**config.mk**
```make
export PLATFORM = sky130hd
export DESIGN_NAME = timer_irq_flat
export DESIGN_NICKNAME = d
export VERILOG_FILES = /design/src/rtl/timer_irq_if.sv /design/src/rtl/timer_irq.sv /design/src/flat_wrapper.sv
export SDC_FILE = /design/constraint.sdc
export NUM_CORES = 1
export LEC_CHECK = 0
export BUFFER_PORTS_ARGS = -buffer_cell sky130_fd_sc_hd__buf_2
export CORE_MARGIN = 1.5
export CORE_UTILIZATION = 50
export CTS_CLUSTER_SIZE = 40
export DETAILED_ROUTE_END_ITERATION = 8
export PLACE_DENSITY = 0.74
export SYNTH_ARGS = -nofsm -noshare
export SYNTH_HDL_FRONTEND = slang
export SYNTH_SLANG_ARGS = --single-unit
```
**constraint.sdc**
```tcl
create_clock -name clk -period 2.7 [get_ports clk]
set_input_delay 0.27 -clock clk [delete_from_list [all_inputs] [get_ports clk]]
set_output_delay 0.27 -clock clk [all_outputs]
set_load 0.05 [all_outputs]
```
**src/rtl/timer_irq_if.sv**
```systemverilog
// Peripheral bus plus interrupt request/acknowledge pair between the core and timer_irq.
interface timer_irq_if;
  logic        sel;
  logic        wr;
  logic [1:0]  addr;
  logic [31:0] wdata;
  logic [31:0] rdata;
  logic        irq;
  logic        irq_ack;

  modport master (output sel, wr, addr, wdata, irq_ack, input rdata, irq);
  modport slave  (input sel, wr, addr, wdata, irq_ack, output rdata, irq);
endinterface

```
**src/rtl/timer_irq.sv**
```systemverilog
// Programmable down-counting timer with latched interrupt, one-shot or auto-reload.
// Optional prescaler enabled by defining TIMER_PRESCALER_EN.
module timer_irq #(
  parameter int TIMER_BITS     = 16,
  parameter int PRESCALER_BITS = 8
) (
  input logic        clk,
  input logic        nrst,
  timer_irq_if.slave bus
);
  typedef enum logic {IDLE = 1'b0, RUN = 1'b1} state_t;

  state_t                state, state_n;
  logic                  auto_rl, auto_n, ie, ie_n;
  logic                  pend, pend_n, ovr, ovr_n, irq;
  logic [TIMER_BITS-1:0] load, load_n, count, count_n;
  logic [31:0]           rdata, rdata_n;
  logic                  wr_hit, rd_hit, start, tick, expire, pend_clr;
  logic [7:0]            psc_rd;
  logic                  unused_wdata;

  assign wr_hit       = bus.sel & bus.wr;
  assign rd_hit       = bus.sel & ~bus.wr;
  assign start        = wr_hit && bus.addr == 2'd0 && bus.wdata[0] && state == IDLE;
  assign expire       = tick && count == '0;
  assign pend_clr     = bus.irq_ack | (wr_hit && bus.addr == 2'd3 && bus.wdata[0]);
  assign bus.rdata    = rdata;
  assign bus.irq      = irq;
  assign unused_wdata = ^bus.wdata;

`ifdef TIMER_PRESCALER_EN
  logic [PRESCALER_BITS-1:0] psc, psc_n, pcnt, pcnt_n;

  assign tick   = state == RUN && pcnt == psc;
  assign psc_rd = 8'(psc);

  always_comb begin
    psc_n  = psc;
    pcnt_n = pcnt;
    if (state == RUN) pcnt_n = tick ? '0 : pcnt + 1'b1;
    if (start) pcnt_n = '0;
    if (wr_hit && bus.addr == 2'd3) psc_n = PRESCALER_BITS'(bus.wdata[15:8]);
  end

  always_ff @(posedge clk or negedge nrst) begin
    if (!nrst) begin
      psc  <= '0;
      pcnt <= '0;
    end else begin
      psc  <= psc_n;
      pcnt <= pcnt_n;
    end
  end
`else
  logic [PRESCALER_BITS-1:0] unused_psc;

  assign unused_psc = '0;
  assign tick       = state == RUN;
  assign psc_rd     = 8'd0;
`endif

  always_comb begin
    state_n = state;
    auto_n  = auto_rl;
    ie_n    = ie;
    load_n  = load;
    count_n = count;
    pend_n  = pend;
    ovr_n   = ovr;
    rdata_n = rdata;

    // Zero is expiry, so the decrement below never wraps.
    if (tick) begin
      if (count != '0)  count_n = count - 1'b1;
      else if (auto_rl) count_n = load;
      else              state_n = IDLE;
    end

    // Bus writes are applied after the tick so they override it.
    if (wr_hit) begin
      case (bus.addr)
        2'd0: begin
          state_n = bus.wdata[0] ? RUN : IDLE;
          auto_n  = bus.wdata[1];
          ie_n    = bus.wdata[2];
          if (start) count_n = load;
        end
        2'd1:    load_n  = bus.wdata[TIMER_BITS-1:0];
        2'd2:    count_n = bus.wdata[TIMER_BITS-1:0];
        default: if (bus.wdata[1]) ovr_n = 1'b0;
      endcase
    end

    // Expiry beats a same-cycle clear; overrun only if PEND survives into it.
    if (pend_clr) pend_n = 1'b0;
    if (expire) begin
      pend_n = 1'b1;
      if (pend && !pend_clr) ovr_n = 1'b1;
    end

    if (rd_hit) begin
      case (bus.addr)
        2'd0:    rdata_n = {29'd0, ie, auto_rl, state == RUN};
        2'd1:    rdata_n = 32'(load);
        2'd2:    rdata_n = 32'(count);
        default: rdata_n = {16'd0, psc_rd, 6'd0, ovr, pend};
      endcase
    end
  end

  always_ff @(posedge clk or negedge nrst) begin
    if (!nrst) begin
      state   <= IDLE;
      auto_rl <= 1'b0;
      ie      <= 1'b0;
      load    <= '0;
      count   <= '0;
      pend    <= 1'b0;
      ovr     <= 1'b0;
      irq     <= 1'b0;
      rdata   <= '0;
    end else begin
      state   <= state_n;
      auto_rl <= auto_n;
      ie      <= ie_n;
      load    <= load_n;
      count   <= count_n;
      pend    <= pend_n;
      ovr     <= ovr_n;
      irq     <= pend & ie;
      rdata   <= rdata_n;
    end
  end
endmodule

```
**src/flat_wrapper.sv**
```systemverilog
// flat-port wrapper written by rule: the top's interface ports become plain ports
module timer_irq_flat 
#(
  parameter int TIMER_BITS     = 16,
  parameter int PRESCALER_BITS = 8
)
  (clk, nrst, bus_sel, bus_wr, bus_addr, bus_wdata, bus_irq_ack, bus_rdata, bus_irq);
  timer_irq_if bus_i ();
  input logic clk;
  input logic nrst;
  input wire logic [$bits(bus_i.sel)-1:0] bus_sel;
  input wire logic [$bits(bus_i.wr)-1:0] bus_wr;
  input wire logic [$bits(bus_i.addr)-1:0] bus_addr;
  input wire logic [$bits(bus_i.wdata)-1:0] bus_wdata;
  input wire logic [$bits(bus_i.irq_ack)-1:0] bus_irq_ack;
  output wire logic [$bits(bus_i.rdata)-1:0] bus_rdata;
  output wire logic [$bits(bus_i.irq)-1:0] bus_irq;
  assign bus_i.sel = bus_sel;
  assign bus_i.wr = bus_wr;
  assign bus_i.addr = bus_addr;
  assign bus_i.wdata = bus_wdata;
  assign bus_i.irq_ack = bus_irq_ack;
  assign bus_rdata = bus_i.rdata;
  assign bus_irq = bus_i.irq;
  timer_irq #(.TIMER_BITS(TIMER_BITS), .PRESCALER_BITS(PRESCALER_BITS)) u_core (.clk(clk), .nrst(nrst), .bus(bus_i));
endmodule
```
==> metrics.md <==
| Metric | Value |
|---|---|
| Die Wd | `86.2 um` |
| Final hold vios | `0` |
| Logic pwr share | `37.8%` |
| Peak supply drop | `290 uV` |
| Setup TNS | `0 ns` |
| Worst skew pair latency | `0.32 ns` |
| Pwr dens | `741 nW/um^2` |
| Synth Area per Inst | `9.15 um^2` |
| Total Routing Usage GR | `25.1%` |
| Sw power | `1.21 mW` |
| Core footprint | `6760 um^2` |
| Hold Path Class | `in2reg` |
| Detail Route Antenna Nets | `0` |
| Max Cap Viol | `0` |
| Critical Path AT | `2.67 ns` |
| Sequential share of the synthesized area | `39.1%` |
| Area Growth Syn to Fin | `9.08%` |
| WL/cell | `17.9 um` |
| Die Ht | `86.2 um` |
| Kind of critical path | `reg2reg` |
| Initial antenna violation count | `0` |
| Dpl hpwl | `6530 um` |
| Pint | `1.59 mW` |
| Leak Pwr | `1.64 nW` |
| Clock network fraction of total power | `16.4%` |
| Ports | `72` |
| Commonest non-fill, non-tap cells in the layout | `dfrtp_1, nand2_1, buf_2` |
| Pin count of the biggest net entering global routing | `31` |
| First-pass GRT wire length | `14400 um` |
| Port bufs | `39` |
| Outcome | `finished, final reports clean` |
| Worst setup EP type | `register` |
| DR iter-0 viols | `320` |
| CP max-delay cell | `and4_1` |
| Period utilization | `92.1%` |
| Pwr Total | `2.80 mW` |
| Setup-failing EPs final | `0` |
| Total Routed Length | `8750 um` |
| Share of layout cells above drive strength 1 | `24.4%` |
| Data required, critical path | `2.88 ns` |
| Slew Limit Fails | `0` |
| CP Max Fanout | `15` |
| RSZ-0062 raised after global routing | `false` |
| CP cell instances | `inv_1 > ha_1 > nor3b_4 > and4_1 > a31oi_1 > o32ai_1 > a221oi_2` |
| Die area | `7430 um^2` |
| Reg power frac | `45.8%` |
| Largest stage delay on the critical path | `0.65 ns` |
| CTS sink count | `54` |
| Synth cell types | `63` |
| GPL Wtd Cong | `0.971` |
| Via count | `2982` |
| Final net count | `450` |
| Clk_skew | `0.0117 ns` |
| Net Sw Frac | `43.1%` |
| Row Count | `30` |
| FMAX | `402 MHz` |
| DR pass1 iterations | `4` |
| H-tree levels | `2` |
| Starting density of the core | `51.2%` |
| Synth Warn # | `0` |
| CTS clock-pin slew for the worst setup and hold paths | `0.11 ns` |
| Seq cells post-synth | `54` |
| Post-synth EDFFs | `0` |
| DRC | `0` |
| Fraction of registers with async set/reset | `100%` |
| Synth Instances | `378` |
| Normalized max-slew margin | `42.5%` |
| Ys flop type | `dfrtp_1` |
| Cell Area, Synth | `3460 um^2` |
| Finished Core Util | `55.9%` |
| Critical path launch point type | `register` |
| Setup Buffers After CTS | `0` |
| CTS tree | `yes` |
| Number of CTS-inserted buffers | `5` |
| Max clock buf depth | `2` |
| Vias/cell | `6.10` |
| GRT overflow | `0` |
| Vias in the first global route | `2751` |
| Slew @ Worst Pin | `0.862 ns` |
| Ant. Diodes | `0` |
| CTS root buf | `clkbuf_8` |
| Most common cell after layout, fill and taps aside | `dfrtp_1` |
| Final min period | `2.49 ns` |
power groups by stage:
stage                     clock, mW  combinational (mW)  sequential, mW
after global placement            0                1.03            1.28
final                         0.459                1.06            1.28
after CTS                     0.466                1.05            1.27
after detailed placement          0                1.05            1.29
after global routing          0.500                1.16            1.31
after floorplan                   0               0.719            1.33
flip-flops by register name, indices dropped and copies added, names as in the netlist:
name / flops
u_core.auto_rl: 1
u_core.bus.irq: 1
u_core.bus.rdata: 16
u_core.count: 16
u_core.ie: 1
u_core.load: 16
u_core.ovr: 1
u_core.pend: 1
u_core.state: 1
cells in the mapped netlist, types with 5 or more instances:
cell type  count  area, um^2
nand3_1        7        35.0
mux2_2        20         225
o31ai_1        5        37.5
buf_2          7        35.0
o32ai_1        7        61.3
nand3b_1       5        37.5
a22oi_1       23         173
o21ai_0       27         135
nor3_1         5        25.0
o211ai_1       6        45.0
dfrtp_1       54        1350
nand2_1       48         180
nor2_1        23        86.3
mux2i_1        7        70.1
a21oi_1       19        95.1
clkbuf_1      19        71.3
buf_4         18         135
nand2b_1       7        43.8
metal layers:
layer,vias to the layer above,global-route usage (%),part of all wire (%)
met5,-,0,0
met4,0,8.50,1.9
met3,17,3.43,6.4
met2,136,38.8,45
met1,1405,36.3,46
li1,1424,-,-
cells by family (layout without fill, tap and decap cells):
logic type | Yosys count | in the layout | synth area share, %
mux | 29 | 29 | 9.84
other cells | 1 | 16 | 0.108
buf+inv | 52 | 68 | 7.92
compound gates | 106 | 106 | 20.9
flops | 54 | 54 | 39.1
xor+xnor | 2 | 2 | 0.506
fa+ha+maj | 2 | 2 | 0.723
simple gates | 132 | 132 | 21.0
area by class of cell:
class | count | area [um^2]
Sequential cell | 54 | 1350
Tap cell | 80 | 100
Inverter | 4 | 15.0
Timing Repair Buffer | 57 | 333
Multi-Input combinational cell | 287 | 1890
Clock inverter | 2 | 15.0
Fill cell | 626 | 2980
Clock buffer | 5 | 68.8
through the flow:
| stage | hold WS (ns) | area [um^2] | setup WS [ns] | instances |
|---|---|---|---|---|
| 6_report | 0.186 | 3770 | 0.212 | 489 |
| 5_1_grt | 0.180 | 3770 | 0.104 | 489 |
| 4_1_cts | 0.185 | 3770 | 0.262 | 489 |
| 3_5_place_dp | 0.204 | 3680 | 0.280 | 481 |
| 3_3_place_gp | 0.201 | 3680 | 0.383 | 481 |
| 2_1_floorplan | -0.0256 | 3520 | 0.684 | 393 |
worst max-delay path: cells and delay by family, from the launching register on:
family	cells	cell delay [ns]
AND/OR/NAND/NOR	2	0.98
flip-flops	1	0.48
adder cells (fa/ha/maj)	1	0.15
AO/OA/AOI/OAI	3	0.61
buffers and inverters	1	0.13
repair_timing:
action                    in CTS  in global routing
resized for setup              0                  0
hold endpoints to repair      16                  0
hold buffers                   1                  0
path summary, 6_finish.rpt:
path,from,endpoint,slack (ns),depth (start not counted)
min in group asynchronous,nrst,u_core.bus.rdata[2],0.39,2
max in group asynchronous,nrst,u_core.state,1.70,3
worst min register to register,u_core.bus.rdata[14],u_core.bus.rdata[14],0.48,2
worst max-delay path,u_core.count[0],u_core.count[11],0.21,7
worst min-delay path,bus_wdata[10],u_core.count[10],0.19,2
worst max register to register,u_core.count[0],u_core.count[11],0.21,7
Power figures use the tool's default switching activity.
